`config.mk`:
```
export PLATFORM = sky130hd
export DESIGN_NAME = daq_frame_reader_flat
export DESIGN_NICKNAME = d
export VERILOG_FILES = /design/src/rtl/daq_frame_reader_if.sv /design/src/rtl/daq_frame_reader.sv /design/src/flat_wrapper.sv
export SDC_FILE = /design/constraint.sdc
export NUM_CORES = 1
export LEC_CHECK = 0
export CORE_MARGIN = 5
export CORE_UTILIZATION = 45
export CTS_CLUSTER_DIAMETER = 50
export CTS_CLUSTER_SIZE = 16
export DETAILED_ROUTE_END_ITERATION = 16
export PLACE_DENSITY = 0.72
export SLEW_MARGIN = 40
export SYNTH_ARGS = -nofsm -noshare
export SYNTH_HDL_FRONTEND = slang
export SYNTH_SLANG_ARGS = --single-unit
```
`constraint.sdc`:
```
create_clock -name clk_i -period 2.1 [get_ports clk_i]
set_input_delay 0.42 -clock clk_i [delete_from_list [all_inputs] [get_ports clk_i]]
set_output_delay 0.42 -clock clk_i [all_outputs]
set_load 0.005 [all_outputs]
```
`src/rtl/daq_frame_reader_if.sv`:
```
// rtl/daq_frame_reader_if.sv - FIFO read port, host byte stream and status bundle for daq_frame_reader
interface daq_frame_reader_if;
    logic       en_i;
    logic       fifo_empty_i;
    logic [7:0] fifo_data_i;
    logic       fifo_rdreq_o;
    logic [7:0] tx_data_o;
    logic       tx_valid_o;
    logic       tx_ready_i;
    logic       busy_o;
    logic       frame_done_o;
    logic [7:0] seq_o;

    modport master (
        input  en_i,
        input  fifo_empty_i,
        input  fifo_data_i,
        output fifo_rdreq_o,
        output tx_data_o,
        output tx_valid_o,
        input  tx_ready_i,
        output busy_o,
        output frame_done_o,
        output seq_o
    );

    modport slave (
        output en_i,
        output fifo_empty_i,
        output fifo_data_i,
        input  fifo_rdreq_o,
        input  tx_data_o,
        input  tx_valid_o,
        output tx_ready_i,
        input  busy_o,
        input  frame_done_o,
        input  seq_o
    );
endinterface

```
`src/rtl/daq_frame_reader.sv`:
```
// rtl/daq_frame_reader.sv - drains the ADC sample FIFO into framed bytes; DAQ_FRAME_CHECKSUM_EN adds the checksum trailer
module daq_frame_reader #(
    parameter int         PAYLOAD_BYTES = 16,
    parameter logic [7:0] HEADER_BYTE   = 8'hA5
) (
    input  logic                clk_i,
    input  logic                reset_ni,
    daq_frame_reader_if.master  bus
);

    typedef enum logic [2:0] {
        S_IDLE   = 3'd0,
        S_HEADER = 3'd1,
        S_SEQ    = 3'd2,
        S_FETCH  = 3'd3,
        S_LATCH  = 3'd4,
        S_SEND   = 3'd5,
        S_CSUM   = 3'd6,
        S_DONE   = 3'd7
    } state_t;

    localparam logic [7:0] LAST_IDX = 8'(PAYLOAD_BYTES - 1);

    state_t     r_state,      w_state_nx;
    logic [7:0] r_seq,        w_seq_nx;
    logic [7:0] r_byte_cnt,   w_byte_cnt_nx;
    logic [7:0] r_tx_data,    w_tx_data_nx;
    logic       r_tx_valid,   w_tx_valid_nx;
    logic       r_rdreq,      w_rdreq_nx;
    logic       r_frame_done, w_frame_done_nx;
    logic       r_busy,       w_busy_nx;
    logic       w_accept;
`ifdef DAQ_FRAME_CHECKSUM_EN
    logic [7:0] r_sum,        w_sum_nx;
`endif

    assign w_accept = r_tx_valid && bus.tx_ready_i;

    // Every output is a register loaded with the value belonging to the next state.
    // The read request is issued on entry to FETCH so that the non-show-ahead data
    // is on fifo_data_i during LATCH; this is safe because only this block pops the FIFO.
    always_comb begin
        w_state_nx      = r_state;
        w_seq_nx        = r_seq;
        w_byte_cnt_nx   = r_byte_cnt;
        w_tx_data_nx    = r_tx_data;
        w_tx_valid_nx   = r_tx_valid;
        w_rdreq_nx      = 1'b0;
        w_frame_done_nx = 1'b0;
`ifdef DAQ_FRAME_CHECKSUM_EN
        w_sum_nx        = r_sum;
`endif
        case (r_state)
            S_IDLE: begin
                if (bus.en_i && !bus.fifo_empty_i) begin
                    w_state_nx    = S_HEADER;
                    w_tx_valid_nx = 1'b1;
                    w_tx_data_nx  = HEADER_BYTE;
                    w_byte_cnt_nx = 8'd0;
`ifdef DAQ_FRAME_CHECKSUM_EN
                    w_sum_nx      = 8'd0;
`endif
                end
            end
            S_HEADER: begin
                if (w_accept) begin
                    w_state_nx   = S_SEQ;
                    w_tx_data_nx = r_seq;
                end
            end
            S_SEQ: begin
                if (w_accept) begin
                    w_state_nx    = S_FETCH;
                    w_tx_valid_nx = 1'b0;
                    w_rdreq_nx    = !bus.fifo_empty_i;
`ifdef DAQ_FRAME_CHECKSUM_EN
                    w_sum_nx      = r_seq;
`endif
                end
            end
            S_FETCH: begin
                // A request already in flight means the data lands next cycle; otherwise wait for data.
                if (r_rdreq) begin
                    w_state_nx = S_LATCH;
                end else if (!bus.fifo_empty_i) begin
                    w_rdreq_nx = 1'b1;
                end
            end
            S_LATCH: begin
                w_state_nx    = S_SEND;
                w_tx_valid_nx = 1'b1;
                w_tx_data_nx  = bus.fifo_data_i;
`ifdef DAQ_FRAME_CHECKSUM_EN
                w_sum_nx      = r_sum + bus.fifo_data_i;
`endif
            end
            S_SEND: begin
                if (w_accept) begin
                    w_tx_valid_nx = 1'b0;
                    if (r_byte_cnt == LAST_IDX) begin
`ifdef DAQ_FRAME_CHECKSUM_EN
                        w_state_nx    = S_CSUM;
                        w_tx_valid_nx = 1'b1;
                        w_tx_data_nx  = r_sum;
`else
                        w_state_nx      = S_DONE;
                        w_frame_done_nx = 1'b1;
`endif
                    end else begin
                        w_state_nx    = S_FETCH;
                        w_byte_cnt_nx = r_byte_cnt + 8'd1;
                        w_rdreq_nx    = !bus.fifo_empty_i;
                    end
                end
            end
`ifdef DAQ_FRAME_CHECKSUM_EN
            S_CSUM: begin
                if (w_accept) begin
                    w_state_nx      = S_DONE;
                    w_tx_valid_nx   = 1'b0;
                    w_frame_done_nx = 1'b1;
                end
            end
`endif
            S_DONE: begin
                w_state_nx = S_IDLE;
                w_seq_nx   = r_seq + 8'd1;
            end
            default: begin
                w_state_nx    = S_IDLE;
                w_tx_valid_nx = 1'b0;
            end
        endcase
        w_busy_nx = (w_state_nx != S_IDLE);
    end

    always_ff @(posedge clk_i) begin
        if (!reset_ni) begin
            r_state      <= S_IDLE;
            r_seq        <= 8'd0;
            r_byte_cnt   <= 8'd0;
            r_tx_data    <= 8'd0;
            r_tx_valid   <= 1'b0;
            r_rdreq      <= 1'b0;
            r_frame_done <= 1'b0;
            r_busy       <= 1'b0;
        end else begin
            r_state      <= w_state_nx;
            r_seq        <= w_seq_nx;
            r_byte_cnt   <= w_byte_cnt_nx;
            r_tx_data    <= w_tx_data_nx;
            r_tx_valid   <= w_tx_valid_nx;
            r_rdreq      <= w_rdreq_nx;
            r_frame_done <= w_frame_done_nx;
            r_busy       <= w_busy_nx;
        end
    end

`ifdef DAQ_FRAME_CHECKSUM_EN
    always_ff @(posedge clk_i) begin
        if (!reset_ni) begin
            r_sum <= 8'd0;
        end else begin
            r_sum <= w_sum_nx;
        end
    end
`endif

    assign bus.fifo_rdreq_o = r_rdreq;
    assign bus.tx_data_o    = r_tx_data;
    assign bus.tx_valid_o   = r_tx_valid;
    assign bus.busy_o       = r_busy;
    assign bus.frame_done_o = r_frame_done;
    assign bus.seq_o        = r_seq;

endmodule
```
`src/flat_wrapper.sv`:
```
// flat-port wrapper written by rule: the top's interface ports become plain ports
module daq_frame_reader_flat 
#(
    parameter int         PAYLOAD_BYTES = 16,
    parameter logic [7:0] HEADER_BYTE   = 8'hA5
)
  (clk_i, reset_ni, bus_en_i, bus_fifo_empty_i, bus_fifo_data_i, bus_fifo_rdreq_o, bus_tx_data_o, bus_tx_valid_o, bus_tx_ready_i, bus_busy_o, bus_frame_done_o, bus_seq_o);
  daq_frame_reader_if bus_i ();
  input  logic clk_i;
  input  logic reset_ni;
  input wire logic [$bits(bus_i.en_i)-1:0] bus_en_i;
  input wire logic [$bits(bus_i.fifo_empty_i)-1:0] bus_fifo_empty_i;
  input wire logic [$bits(bus_i.fifo_data_i)-1:0] bus_fifo_data_i;
  output wire logic [$bits(bus_i.fifo_rdreq_o)-1:0] bus_fifo_rdreq_o;
  output wire logic [$bits(bus_i.tx_data_o)-1:0] bus_tx_data_o;
  output wire logic [$bits(bus_i.tx_valid_o)-1:0] bus_tx_valid_o;
  input wire logic [$bits(bus_i.tx_ready_i)-1:0] bus_tx_ready_i;
  output wire logic [$bits(bus_i.busy_o)-1:0] bus_busy_o;
  output wire logic [$bits(bus_i.frame_done_o)-1:0] bus_frame_done_o;
  output wire logic [$bits(bus_i.seq_o)-1:0] bus_seq_o;
  assign bus_i.en_i = bus_en_i;
  assign bus_i.fifo_empty_i = bus_fifo_empty_i;
  assign bus_i.fifo_data_i = bus_fifo_data_i;
  assign bus_fifo_rdreq_o = bus_i.fifo_rdreq_o;
  assign bus_tx_data_o = bus_i.tx_data_o;
  assign bus_tx_valid_o = bus_i.tx_valid_o;
  assign bus_i.tx_ready_i = bus_tx_ready_i;
  assign bus_busy_o = bus_i.busy_o;
  assign bus_frame_done_o = bus_i.frame_done_o;
  assign bus_seq_o = bus_i.seq_o;
  daq_frame_reader #(.PAYLOAD_BYTES(PAYLOAD_BYTES), .HEADER_BYTE(HEADER_BYTE)) u_core (.clk_i(clk_i), .reset_ni(reset_ni), .bus(bus_i));
endmodule
```
== Word-level counts from Yosys, hierarchy flattened ==
Index checks and enable logic that the tools add are counted.
Word-level totals
  flip-flop bits (word level): 31
  output and inout port bits: 20
  word-level logic and storage cells: 60
Operators by class
  reductions and logical operators: 13
  multiplexer cells: 24
  $add $sub $neg: 2
  bitwise gates (word level): 1
  equal/unequal tests: 12
Operator list (number)
  8-bit 2-to-1 mux: 5
  8-bit one-hot mux with 3 select lines: 1
  3-bit 2-to-1 mux: 6
  3-bit one-hot mux with 6 select lines: 1
  8-bit by 1-bit adder with 8-bit output (second input constant): 2
  8-bit one-hot mux with 2 select lines: 1
  3-bit == test (second input constant): 3
  3-bit AND reduction: 3
  8-bit by 4-bit == test with 1-bit output (second input constant): 1
  1-bit 2-to-1 mux: 8
  2-bit by 1-bit inequality test with 1-bit output (second input constant): 4
  3-bit by 2-bit == test with 1-bit output (second input constant): 2
  3-bit nonzero test: 2
  1-bit one-hot mux with 4 select lines: 1
  4-bit AND reduction: 1
  3-bit by 1-bit == test with 1-bit output (second input constant): 1
  3-bit logical NOT: 1
  1-bit one-hot mux with 3 select lines: 1
  3-bit OR reduction: 1
  1-bit logical AND: 2
  2-bit inequality test (second input constant): 1
  2-bit nonzero test: 1
  2-bit OR reduction: 1
  1-bit logical NOT: 1
  1-bit inverter: 1

== Longest topological paths before layout ==
  word-level depth: 5
  depth in mapped cells: 6
  gate-level depth less buffers: 6

== Worst setup path before layout ==
No wires, ideal clock.
  path kind: reg2reg
  start point: register u_core.r_byte_cnt[0]
  end point: register u_core.r_byte_cnt[6]
  buffers on the path: 0
  setup time: 120 ps
  arrival: 1439 ps
  setup slack: 542 ps
  stages on the path, launching flop included: 7
  path through: dfxtp_1 ha_1 and3_1 a211oi_4 o2111ai_1 xor2_1 nor2_1
On the way
  longest elaborated chain between the ends: 4
  elaborated cells between the ends (all ways): 7
  classes of those cells: add/sub: 1; eq/ne: 2; mux: 3; reduce/logical: 1
RTL lines
  from (decl): RTL line daq_frame_reader.sv:26  | logic [7:0] r_byte_cnt, w_byte_cnt_nx;
  from (signal assigned): RTL line daq_frame_reader.sv:150  | r_byte_cnt <= w_byte_cnt_nx;
  8-bit by 1-bit adder with 8-bit output: RTL line daq_frame_reader.sv:111  | w_byte_cnt_nx = r_byte_cnt + 8'd1;
  8-bit 2-to-1 mux: RTL line daq_frame_reader.sv:100  | if (r_byte_cnt == LAST_IDX) begin
  8-bit 2-to-1 mux: RTL line daq_frame_reader.sv:98  | if (w_accept) begin
  8-bit one-hot mux with 2 select lines: RTL line daq_frame_reader.sv:53  | case (r_state)
Several ways; a longest one is shown, not always the timed one. The select of a mux whose other input is x is not followed.
A chain may end at the register's enable or synchronous reset.

== Final worst setup path ==
  start point: register u_core.r_tx_valid (netlist: u_core.bus.tx_valid_o)
  end point: output bus_tx_valid_o
RTL lines
  from (decl): RTL line daq_frame_reader.sv:28  | logic r_tx_valid, w_tx_valid_nx;
  from (signal assigned): RTL line daq_frame_reader.sv:152  | r_tx_valid <= w_tx_valid_nx;
  to (decl): RTL line flat_wrapper.sv:16  | output wire logic [$bits(bus_i.tx_valid_o)-1:0] bus_tx_valid_o;
No word-level cell between the ends.

==> impl_metrics.py <==
metrics = {
    "run_status": {
        "run_status": "complete, no violations",
    },
    "layout": {
        "n_antenna_cell": 0,
        "fillerInstances": 296,
        "drive_above_1_share_pct": 13.9,
        "areaGrowthSynthToFinish_pct": 31.2,
        "fin_cells": 255,
        "finalNetCount": 223,
        "multiInputGateArea_um2": 852,
        "seqCellArea_um2": 621,
    },
    "clock_network": {
        "clk_pin_slew_worst_paths_ns": 0.09,
        "cts_tree": "done",
        "cts_buffer_depth": 2,
        "post_cts_resize_count": 0,
        "cts.sinks": 31,
        "hold_buffers": 0,
        "cts_buffers": 5,
        "cts_htree_levels": 2,
        "clkLatencyLatePin_ns": 0.32,
        "clock-root-buffer": "clkbuf_4",
        "cts_setup_buffers": 0,
    },
    "synth": {
        "synth_cell_types": 44,
        "async_flop_share_pct": 0,
        "synthCells": 169,
        "ys.flop_type": "dfxtp_1",
        "ys_seq_elements": 31,
        "synth_top_area_share_pct": 40.5,
        "yosys.area.top_type": "dfxtp_1",
        "syn_area_per_cell_um2": 9.08,
        "syn_nets": 184,
        "yosysMostFrequentCell": "dfxtp_1",
        "synth-edff-count": 0,
        "yosysSeqAreaShare_pct": 40.5,
        "synthTopCellsByCount": "31 x dfxtp_1, 28 x nor2_1, 14 x nand2_1",
        "netlist_area_um2": 1530,
        "yosys-top-cells-area": "dfxtp_1 40%, nor2_1 6.9%, xor2_1 5.1%, nand2_1 3.4%, o221a_2 2.9%",
        "yosys_warnings": 0,
    },
    "timing": {
        "fmax_mhz": 567,
        "finalSetupViolCount": 0,
        "maxSlewViolCount": 0,
        "hold_viol": 0,
        "setup_slack_ns": 0.337,
        "fin_skew_ns": 0.00888,
        "post-route-period-util_pct": 83.9,
        "tightest_slew_ns": 0.486,
        "period_minus_slack_ns": 1.76,
        "rsz0062_at_grt": "no",
        "holdWs_ns": 0.507,
        "max_slew_margin_pct": 67.6,
    },
    "power": {
        "pwr-share-seq_pct": 50.2,
        "p_per_area_nw_per_um2": 604,
        "p_sw_uw": 265,
        "swShare_pct": 21.8,
        "peakVddDrop_mv": 0.389,
        "p_clk_share_pct": 39.9,
        "power.leakage_uw": 0.000724,
        "intPower_uw": 949,
        "p_comb_share_pct": 9.9,
        "power_uw": 1210,
    },
    "worst_setup_path": {
        "worstPathRequired_ns": 1.68,
        "worstSetupStartpointType": "flop",
        "critPathArrivalTime_ns": 1.34,
        "cpPeakStageDelay_ns": 0.55,
        "criticalPathCategory": "flop to output port",
        "critPathTopFamily": "buffers and inverters",
        "end_kind": "output port",
        "crit_slowest_cell": "clkdlybuf4s50_1",
        "critPathBufInv": 1,
        "worstPathMaxFanout": 6,
        "path_cells": "clkdlybuf4s50_1",
    },
    "floorplanning": {
        "initial_core_util_pct": 46.3,
        "die_area_um2": 4680,
        "core-area_um2": 3310,
        "num_rows": 21,
        "io_pins": 33,
        "die_w_um": 68.4,
        "die_height_um": 68.4,
    },
    "global_route": {
        "grt_pass1_wl_um": 6160,
        "antenna_found_initial": 0,
        "grt_usage_pct": 17.7,
        "grt_max_degree": 17,
        "gr-total-overflow": 0,
        "grt_pass1_vias": 1313,
    },
    "place": {
        "gp_congestion": 0.851,
        "port_buffers": 32,
        "dpl_worst_slack_ns": -0.00253,
        "dp.cells": 247,
        "hpwl_um": 2810,
    },
    "drt": {
        "ant_nets": 0,
        "drcViolationCount": 0,
        "dr.pass1.iters": 4,
        "wirelength_um": 3700,
        "vias_per_cell": 5.37,
        "vias": 1370,
        "wl_per_cell_um": 14.5,
        "drt_iter0_markers": 123,
    },
    "min_path": {
        "hold_path.class": "flop to flop",
    },
    "job": {
        "drv_cap": 0,
    },
}
==> final cells by class <==
class | count | share of cell area, %
clock inverter | 2 | 1.74
tap | 46 | 2.86
clock buffer | 6 | 2.55
multi-input combinational | 126 | 42.4
inverter | 4 | 0.746
sequential | 31 | 30.8
timing repair buffer | 40 | 18.9
==> per-layer routing <==
layer  vias to the layer above  part of all wire, %  GRT usage, %
met5                         -                    0             0
met4                         0                 0.62          5.21
met3                         4                  4.2          6.40
met2                        33                   54          29.9
met1                       655                   41          20.7
li1                        678                    -             -
==> sequential cells by signal (all words and copies together) (netlist names) <==
signal and flops:
u_core.bus.fifo_rdreq_o 1, u_core.r_byte_cnt 8, u_core.bus.busy_o 1, u_core.bus.frame_done_o 1, u_core.bus.seq_o 8, u_core.bus.tx_data_o 8
u_core.bus.tx_valid_o 1, u_core.r_state 3
==> stage by stage <==
stage | instance area (um^2) | utilization (%) | setup TNS (ns)
finish | 2010 | 60.8 | 0
CTS | 2010 | 60.8 | 0
detailed placement | 1930 | 58.2 | -0.00253
global route | 2010 | 60.8 | 0
floorplan | 1530 | - | 0
global placement | 1930 | 58.2 | 0
==> worst paths after layout <==
check / from / endpoint / slack, ns / cells after the start
setup reg to reg: u_core.r_byte_cnt[0]$_SDFFE_PN0P_ / u_core.r_byte_cnt[3]$_SDFFE_PN0P_ / 0.34 / 6
hold reg to reg: u_core.bus.tx_data_o[6]$_SDFFE_PN0P_ / u_core.bus.tx_data_o[6]$_SDFFE_PN0P_ / 0.51 / 2
setup / recovery: u_core.bus.tx_valid_o$_SDFFE_PN0P_ / bus_tx_valid_o / 0.34 / 1
hold / removal: u_core.bus.tx_data_o[6]$_SDFFE_PN0P_ / u_core.bus.tx_data_o[6]$_SDFFE_PN0P_ / 0.51 / 2
==> power groups by stage <==
stage	registers [uW]	clock network [uW]	logic, uW
2_1_floorplan	623	0	55.6
3_3_place_gp	622	0	119
3_5_place_dp	623	0	119
4_1_cts	610	496	120
5_1_grt	612	535	130
6_report	610	484	121
==> cells by family (layout without fill, tap and decap cells) <==
family / after synthesis / after routing / synth area share (%)
adders and majority gates: 2 / 2 / 1.63
muxes: 4 / 4 / 2.61
buffers and inverters: 12 / 52 / 4.00
AOI/OAI and AO/OA: 33 / 33 / 17.7
xor gates and xnor gates: 13 / 13 / 7.42
DFF: 31 / 31 / 40.5
and+or+nand+nor: 74 / 74 / 26.2
==> cells in the final DEF (no fill, tap or decap), types with 5 or more instances in the layout <==
master / count
clkdlybuf4s50_1: 32
dfxtp_1: 31
nor2_1: 28
nand2_1: 14
xor2_1: 9
buf_4: 8
nand3_1: 6
o22a_1: 5
a22oi_1: 5
clkbuf_4: 5
Note: power is estimated with default switching activity, not from simulation.
==> edit 1: new RTL, same flow settings <==
One comparison of `r_byte_cnt` changes from == to >=.
--- a/src/rtl/daq_frame_reader.sv
+++ b/src/rtl/daq_frame_reader.sv
@@ -99,3 +99,3 @@
                     w_tx_valid_nx = 1'b0;
-                    if (r_byte_cnt == LAST_IDX) begin
+                    if (r_byte_cnt >= LAST_IDX) begin
 `ifdef DAQ_FRAME_CHECKSUM_EN
Check against the original RTL: same outputs for any inputs over 10 cycles, from zero or initial values and one cycle with reset_ni low; that may be too few to reach the edited logic, so the function may still have changed.
==> edit 1 against the original RTL <==
Setup slack got worse by 0.018 ns. Wire length decreased by 13%. Final area decreased by 9.5%. Worst hold slack got worse by 0.020 ns. Sequential cell count unchanged. Critical path type unchanged. Maximum frequency decreased by 1.0%. Highest routed layer unchanged. Sequential power increased by 2%. Area after synthesis decreased by 7.7%. Largest power group unchanged. Total power decreased by 8.3%.
==> edit 1: results (changes against the original RTL) <==
Outcome = finished clean
Peak VDD IR = 0.000419 V (+7.8%)
Root buf cell = clkbuf_4
Initial antenna violation count = 0 (unchanged)
Clk buf depth = 2 (unchanged)
Global-route wire length before repair = 5220 um (-15%)
Max incr delay on CP = 0.56 ns
CP max-delay cell = clkdlybuf4s50_1
Final hold violation count = 0 (unchanged)
Hold path startpoint = u_core.bus.tx_data_o[5]
Slew HR = 64.7% (-2.9 points)
WL per Instance = 13.8 um (-5.0%)
Worst r2r path cells = 4 (-2)
Lkg Pwr = 0.716 nW (-1.2%)
Net count, final = 205 (-8.1%)
Synth Warn # = 0 (unchanged)
Number of global-route vias before repair = 1181 (-10%)
Hold Crit Depth = 2 (unchanged)
Share of layout cells above drive strength 1 = 7.37% (-6.5 points)
Post-CTS Resized = 0 (unchanged)
Seq/Total Area, Yosys = 43.9% (+3.4 points)
HPWL after DPL = 2340 um (-17%)
Commonest cells in the netlist = 31 x dfxtp_1, 14 x nand2_1, 14 x nor2_1
H-tree Lvls = 2 (unchanged)
Xor/xnor share of the synthesized area = 3.09% (-4.3 points)
Reg-to-reg critical path startpoint = u_core.r_state[0]
Port Buffers = 32 (unchanged)
Hold slack final = 0.487 ns (-0.0200 ns)
Synth top area cells = dfxtp_1 44%, and2_1 4.0%, nand2_1 3.7%
Worst R2R Setup Slack = 0.45 ns (+0.11 ns)
HP Class = flop to flop
Clock Pin Slew Worst Setup and Hold Paths = 0.09 ns (about the same)
Switching Share = 24.4% (+2.6 points)
Largest net degree at the start of global routing = 25 (+8)
# diodes = 0 (unchanged)
Number of buffers created by CTS = 5 (unchanged)
Area after DPL = 1770 sq um (-8.3%)
Post-Syn Nets = 171 (-7.1%)
Skew-Pair Late Insertion Delay = 0.33 ns
Gr usage total = 15.6% (-2.1 points)
Synth Area in Adders = 1.77% (+0.14 points)
CP top delay family = buffers and inverters
Routability cong. = 0.833 (-2.0%)
Clock skew = 0.00725 ns (-0.00162 ns)
Synth unique cells = 41 (-6.8%)
Worst hold endpoint = u_core.bus.tx_data_o[5]
Fill cells = 286 (-3.4%)
Critical R2R Capture = u_core.r_byte_cnt[0]
First DRT Iteration DRCs = 67 (-46%)
Top FF cell, synth = dfxtp_1
DR vias = 1240 (-9.5%)
Post-synthesis compound-gate area fraction = 18.4% (+0.69 points)
WP data arrival = 1.36 ns (+0.02 ns)
Multiplexer area fraction after synthesis = 0.707% (-1.9 points)
# Post-CTS Setup Buffers = 0 (unchanged)
Area Growth Syn to Fin = 28.7%
Crit path max fanout = 6 (unchanged)
==> edit 1: worst max-delay path by stage <==
stage	slack, ns	endpoint	startpoint	cells past startpoint
after floorplan	0.68	u_core.bus.tx_data_o[1]	bus_en_i	5
after global placement	0.15	u_core.bus.tx_data_o[6]	bus_en_i	6
after detailed placement	0.16	u_core.bus.tx_data_o[6]	bus_en_i	6
after CTS	0.30	bus_seq_o[0]	u_core.bus.seq_o[0]	1
after global routing	0.26	bus_seq_o[0]	u_core.bus.seq_o[0]	1
final	0.32	bus_seq_o[0]	u_core.bus.seq_o[0]	1
==> edit 1: layout make-up <==
class	count	area share [%]
Timing Repair Buffer	35	18.8
Sequential cell	31	34.1
Tap cell	44	3.02
Clock buffer	6	2.82
Inverter	1	0.206
Clock inverter	1	0.275
Multi-Input combinational cell	116	40.8
==> edit 1: metrics by stage <==
stage	instances	utilization (%)	setup WS [ns]
global route	234	60.2	0.256
detailed placement	227	58.3	0.164
finish	234	60.2	0.319
global placement	227	58.3	0.149
CTS	234	60.2	0.304
floorplan	156	-	0.676
==> edit 1: routing by layer <==
layer,vias up,global-route usage [%],wire [um]
met5,-,0,0
li1,625,-,-
met1,580,18.1,1440
met2,28,26.5,1560
met4,0,6.85,55
met3,7,4.59,161
==> edit 1: logic make-up (layout without fill, tap and decap cells) <==
logic type	count (synthesis)	in the layout
and+or+nand+nor	73	73
xor gates and xnor gates	5	5
buffers and inverters	9	43
AOI/OAI and AO/OA	35	35
DFF	31	31
muxes	1	1
adders and majority gates	2	2
==> edit 1: power groups by stage <==
stage	clock network (mW)	logic, mW	registers [mW]
after floorplan	0	0.0624	0.635
after global placement	0	0.131	0.638
final	0.357	0.132	0.625
after global routing	0.391	0.145	0.629
after detailed placement	0	0.133	0.639
after CTS	0.363	0.134	0.625
==> edit 2: new RTL, config.mk and constraints unchanged <==
Without the edit above. Build with the macro `DAQ_FRAME_CHECKSUM_EN` defined.
--- a/src/rtl/daq_frame_reader.sv
+++ b/src/rtl/daq_frame_reader.sv
@@ -1,2 +1,4 @@
 // rtl/daq_frame_reader.sv - drains the ADC sample FIFO into framed bytes; DAQ_FRAME_CHECKSUM_EN adds the checksum trailer
+`define DAQ_FRAME_CHECKSUM_EN
+
 module daq_frame_reader #(
Function: no difference found for any inputs over 10 cycles, from zero or initial values and one cycle with reset_ni low; that may be too few to reach the edited logic, so the function may still have changed.
==> edit 2 against the original RTL <==
Sequential share of layout area is 7.0 points lower. Sequential power increased by 30%. Setup slack worse by 0.23 ns. Area after synthesis up 69%. Sequential cell count is 8 higher. Synthesized cell count grew 76%. Critical path depth rose by 6. Wire length rose by 82%. Final area grew 63%. Total power grew 36%. Critical endpoint is now u_core.r_sum[2].
==> edit 2: results (changes against the original RTL) <==
Clock Pin Slew Worst Setup and Hold Paths = 0.07 ns (-0.02 ns)
Port Buffers = 32 (unchanged)
Root buf cell = clkbuf_8
Synth Warn # = 0 (unchanged)
# diodes = 0 (unchanged)
HPWL after DPL = 5040 um (+79%)
DR vias = 2473 (+81%)
Clk buf depth = 2 (unchanged)
Share of layout cells above drive strength 1 = 16.7% (+2.8 points)
HP Class = flop to flop
Number of global-route vias before repair = 2452 (+87%)
Skew-Pair Late Insertion Delay = 0.30 ns (-0.02 ns)
Initial antenna violation count = 0 (unchanged)
Commonest cells in the netlist = 39 x dfxtp_1, 26 x nand2_1, 16 x a21oi_1, 16 x mux2i_1, 12 x o21ai_0
Seq/Total Area, Yosys = 30.1% (-10 points)
Clock skew = 0.0110 ns (+0.00209 ns)
Lkg Pwr = 1.22 nW (+68%)
Gr usage total = 19.1% (+1.4 points)
CP max-delay cell = clkdlybuf4s50_1
Net count, final = 376 (+69%)
Global-route wire length before repair = 11600 um (+88%)
Max incr delay on CP = 0.52 ns (-0.03 ns)
Async S/R FF share, synth = 0% (unchanged)
Switching power = 470 uW (+77%)
DR pass1 iterations = 4 (unchanged)
Synth unique cells = 58 (+32%)
CP top delay family = buffers and inverters
Number of buffers created by CTS = 5 (unchanged)
WP data arrival = 2.22 ns (+0.88 ns)
Routability cong. = 0.881 (+3.6%)
H-tree Lvls = 2 (unchanged)
WL per Instance = 15.8 um (+8.9%)
Outcome = finished clean
Synth top area cells = dfxtp_1 30%, mux2i_1 6.2%, ha_1 4.3%
Actual slew at the worst max-slew pin = 0.577 ns (+0.0911 ns)
Largest net degree at the start of global routing = 23 (+6)
Fill cells = 505 (+71%)
Peak VDD IR = 0.000218 V (-44%)
Post-Syn Nets = 320 (+74%)
Crit path max fanout = 3 (-3)
First DRT Iteration DRCs = 131 (+6.5%)
[edit 2: power groups by stage]
stage	combinational, mW	sequential, mW	clock [mW]
floorplan	0.199	0.805	0
global placement	0.346	0.810	0
detailed placement	0.357	0.810	0
CTS	0.359	0.792	0.512
global route	0.400	0.797	0.542
finish	0.360	0.793	0.501
[edit 2: cell type report]
class / count / area [sq um] / area share [%]
clock buffer: 7 / 76.3 / 2.33
sequential: 39 / 781 / 23.8
inverter: 7 / 26.3 / 0.802
tap: 72 / 90.1 / 2.75
multi-input combinational: 234 / 1720 / 52.5
timing repair buffer: 66 / 578 / 17.7
clock inverter: 1 / 5.00 / 0.153
[edit 2: per-stage QoR]
stage | setup TNS (ns) | power [mW] | area [sq um] | cells | setup WS (ns)
global route | -0.0112 | 1.74 | 3270 | 426 | -0.0112
global placement | -0.421 | 1.16 | 3170 | 417 | -0.121
detailed placement | -0.731 | 1.17 | 3170 | 417 | -0.168
CTS | 0 | 1.66 | 3250 | 425 | 0.142
floorplan | 0 | 1.00 | 2600 | 297 | 0.284
finish | 0 | 1.65 | 3270 | 426 | 0.109
[edit 2: what timing repair did]
item,in CTS,in global routing
setup buffers,0,1
endpoints found under the setup margin,0,7
gates resized for setup,0,6
[edit 2: kinds of logic (layout without fill, tap and decap cells)]
kind of cell,count (synthesis),in the layout,synth area share [%]
AOI/OAI and AO/OA,85,85,24.7
adders and majority gates,10,10,5.11
muxes,20,20,7.90
DFF,39,39,30.1
xor gates and xnor gates,8,8,2.70
buffers and inverters,24,81,4.48
and+or+nand+nor,111,111,25.1
[edit 2: final timing paths]
check / start / endpoint / slack [ns] / cells after the start
worst max-delay path: bus_fifo_data_i[1] / u_core.r_sum[2] / 0.11 / 7
worst min-delay path: u_core.r_sum[0] / u_core.r_sum[0] / 0.50 / 2
worst max register to register: u_core.r_state[1] / u_core.r_sum[2] / 0.19 / 4
worst min register to register: u_core.r_sum[0] / u_core.r_sum[0] / 0.50 / 2
[edit 2: routing by layer]
layer	track usage, %	share of wire [%]	vias up
li1	-	-	1227
met1	24.6	45	1185
met2	32.7	50	49
met3	1.92	3.4	12
met4	7.05	1.9	0
met5	0	0	-
[edit 2: worst min-delay path, delay by kind of cell (launching register included)]
kind,cells,cell delay [ns]
compound gates,1,0.05
simple gates,1,0.06
flops,1,0.34
